`src/rtl/task1_rom.sv`:
```
// task1_rom: constant Task 1 program image, DEPTH x WIDTH words; TASK1_ROM_UNMAPPED_FLAG_EN adds an out-of-image flag.
// Latency: one clock, with read_data registered and reset forcing the register to zero.
// Backpressure: none; a new address is accepted on every rising edge.
module task1_rom #(
    parameter int DEPTH = 1024,
    parameter int WIDTH = 10
) (
    input  logic                     clk,
    input  logic                     reset,
    input  logic [$clog2(DEPTH)-1:0] address,
    output logic [WIDTH-1:0]         read_data
`ifdef TASK1_ROM_UNMAPPED_FLAG_EN
    ,
    output logic                     unmapped
`endif
);

    localparam int AW         = $clog2(DEPTH);
    localparam int IMAGE_LAST = 5;

    // Every address outside the program image decodes to zero, so no entry is ever X.
    function automatic logic [WIDTH-1:0] image_word(input logic [AW-1:0] a);
        logic [WIDTH-1:0] w;
        w = '0;
        case (a)
            AW'(1):  w = WIDTH'(10'b1100110100);
            AW'(2):  w = WIDTH'(10'b1100111101);
            AW'(3):  w = WIDTH'(10'b0100110110);
            AW'(4):  w = WIDTH'(10'b1111100101);
            AW'(5):  w = WIDTH'(10'b0010000010);
            default: w = '0;
        endcase
        return w;
    endfunction

    // Initialised so the output reads zero before the first edge.
    logic [WIDTH-1:0] data_q = '0;

    always_ff @(posedge clk) begin
        if (reset) begin
            data_q <= '0;
        end else begin
            data_q <= image_word(address);
        end
    end

    assign read_data = data_q;

`ifdef TASK1_ROM_UNMAPPED_FLAG_EN
    logic unmapped_q = 1'b0;

    always_ff @(posedge clk) begin
        if (reset) begin
            unmapped_q <= 1'b0;
        end else begin
            unmapped_q <= (address > AW'(IMAGE_LAST));
        end
    end

    assign unmapped = unmapped_q;
`endif

endmodule

```
`config.mk`:
```
export PLATFORM = sky130hd
export DESIGN_NAME = task1_rom
export DESIGN_NICKNAME = d
export VERILOG_FILES = /design/src/rtl/task1_rom.sv
export SDC_FILE = /design/constraint.sdc
export NUM_CORES = 1
export LEC_CHECK = 0
export CORE_AREA = 8 8 45 47
export CTS_CLUSTER_DIAMETER = 80
export DETAILED_ROUTE_END_ITERATION = 7
export DIE_AREA = 0 0 53 55
export PLACE_DENSITY = 0.54
export SYNTH_ARGS = -nofsm -noshare
export SYNTH_HDL_FRONTEND = slang
export SYNTH_SLANG_ARGS = --single-unit
```
`constraint.sdc`:
```
create_clock -name clk -period 1.25 [get_ports clk]
set_input_delay 0.375 -clock clk [delete_from_list [all_inputs] [get_ports clk]]
set_output_delay 0.375 -clock clk [all_outputs]
set_load 0.005 [all_outputs]
```
==> impl_metrics.tcl <==
set metrics [dict create \
    status "finished clean" \
    worstPathRequired_ps 880 \
    synth.yosys.seq_area_share_pct 54.0 \
    grt_use_total_pct 5.92 \
    synth_cells 27 \
    share_comb_of_total_power_pct 13.2 \
    area_delta_synth_final_pct 105 \
    maxSlewHeadroom_pct 81.0 \
    p_sw_mw 0.102 \
    power-per-cell-area_mw_per_mm2 836 \
    setup_viol 0 \
    min-delay-path-class "input port to flip-flop" \
    diodes 0 \
    cts_buffers 3 \
    number_of_nets_with_antenna_violations_after_detailed_routing 0 \
    ctsHtreeMaxLevel 1 \
    maxCapViolCount 0 \
    via_to_cell_ratio 3.99 \
    crit_chain "dlygate4sd2_1" \
    buffer_ports.inserted 21 \
    grt_antenna_before_repair 0 \
    hold_viol_final 0 \
    fin_crit_sh_pct 94.7 \
    worst-endpoint-arrival_ps 810 \
    largest_net_degree_at_the_start_of_global_routing 8 \
    rsz0062_at_grt "no" \
    ioPinCount 22 \
    swShare_pct 20.2 \
    drt_initial_violations 1 \
    multi_input_comb_area_sq_um 151 \
    final_net_count 69 \
    finalMaxSlewViolations 0 \
    initial_core_util_pct 21.4 \
    cts_num_sinks 8 \
    first_pass_iters 3 \
    worst_pin_slew_ps 284 \
    synth_area_sq_um 297 \
    cts_root_buffer "clkbuf_4" \
    wire_length_of_the_first_global_routing_pass_mm 1.20 \
    cts-root-to-sink-buffers 2 \
    die-height_microns 55 \
    synth-seq-cells 8 \
    post_route_cells_drive_above_1_share_pct 32.7 \
    vias 283 \
    number_of_cell_rows 14 \
    grt_pass1_vias 304 \
    cts_tree "done" \
    detail_route.drc_violations 0 \
    period_minus_slack_ps 1180 \
    cp_max_fo 3 \
    grt-ovfl-total 0 \
    internal_power_mw 0.405 \
    floorplan.core_area_sq_mm 0.00138 \
    wire_per_inst_microns 10.5 \
    die_area_sq_mm 0.00292 \
    timing.fmax_ghz 0.845 \
    fillers 144 \
    crit_slowest_cell "dfxtp_1" \
    final_routed_wirelength_across_all_metal_layers_microns 745 \
    worst_path_largest_cell_delay_ps 310 \
    net_count_after_synthesis 39 \
    hpwlAfterDp_microns 597 \
    die_w_microns 53 \
    largest_register_ff_count 8 \
    total_negative_slack_for_setup_checks_ps 0 \
    power.clock.fraction_pct 36.4 \
    p_leak_nw 0.314 \
    timing.hold.ws_ps 489 \
    layout.cells.most_common "dlygate4sd2_1" \
    globalplace.congestion 0.803 \
    critical_path.top_delay_family "flip-flops" \
    power.sequential.fraction_pct 50.5 \
    avgSynthCellArea_sq_um 11.0 \
    setup_ws_ps 66.2 \
    mostFrequentLayoutCells "dlygate4sd2_1, dfxtp_1, dlymetal6s2s_1, buf_4" \
    synth.lib_cells_used.distinct 14 \
    vdd_ir_drop_max_mv 0.253 \
    path_clk_slew_ps 50 \
    worst_setup_path_end_kind "output port" \
    layout.area.seq_sq_um 160 \
    critical_path.n_buffers_inverters 1 \
    startpoint_kind_of_the_worst_setup_timing_path "flip-flop" \
    dpl_worst_slack_ps -364 \
    critical_path_class "flip-flop to output port" \
    yosysWarnings 0 \
]
## final timing paths
check | cells after the start | from | slack [ps] | end
worst max-delay path | 1 | read_data[8] | 70 | read_data[5]
worst min-delay path | 3 | address[0] | 490 | read_data[0]
## power groups by stage
stage	Clock, mW	Sequential, mW	Combinational, mW
2_1_floorplan	0	0.261	0.0158
3_3_place_gp	0	0.261	0.0681
3_5_place_dp	0	0.261	0.0685
4_1_cts	0.197	0.256	0.0620
5_1_grt	0.215	0.255	0.0721
6_report	0.184	0.256	0.0668
## synthesized netlist by cell type
library cell | instances | area share [%]
buf_4 | 2 | 5.1
xor2_1 | 1 | 3.0
or2_2 | 1 | 2.1
xnor2_1 | 1 | 3.0
nand2_1 | 1 | 1.3
a21oi_1 | 2 | 3.4
dfxtp_1 | 8 | 54
nor3b_1 | 2 | 5.1
nand2_2 | 1 | 2.1
nand2b_1 | 1 | 2.1
nor2_1 | 3 | 3.8
nor4_2 | 2 | 8.4
nor3_1 | 1 | 1.7
nor4b_2 | 1 | 5.1
## timing repair
item | CTS | global route
pin swaps | 4 | 4
cloned | 0 | 0
hold buffers | 0 | 0
setup endpoints to repair | 12 | 7
resized for setup | 16 | 11
buffers inserted | 2 | 1
hold endpoints to repair | 0 | 0
## layout make-up
cell class / instances / area share [%]
clock buffers: 3 / 3.71
flip-flops and latches: 8 / 26.4
well taps: 16 / 3.30
multi-input cells: 17 / 24.9
repair buffers: 27 / 41.6
## routing by layer
layer,share of wire (%),up-vias,track usage (%)
met4,0,0,8.62
met2,50,16,8.01
met5,0,-,0
met3,14,0,2.94
met1,36,120,5.51
li1,-,147,-
## metrics by stage
stage | std cells | cell area [sq um] | power [mW] | util, %
finish | 71 | 607 | 0.507 | 43.9
global route | 71 | 607 | 0.543 | 43.9
CTS | 70 | 552 | 0.515 | 39.9
detailed placement | 65 | 534 | 0.329 | 38.6
global placement | 65 | 534 | 0.329 | 38.6
floorplan | 27 | 297 | 0.277 | -
## kinds of logic after synthesis
logic type                after synthesis  share of synthesized area, %
AOI/OAI and AO/OA                       2                          3.38
DFF                                     8                          54.0
xor gates and xnor gates                2                          5.91
and+or+nand+nor                        13                          31.6
buffers and inverters                   2                          5.06
Power figures use the tool's default switching activity.
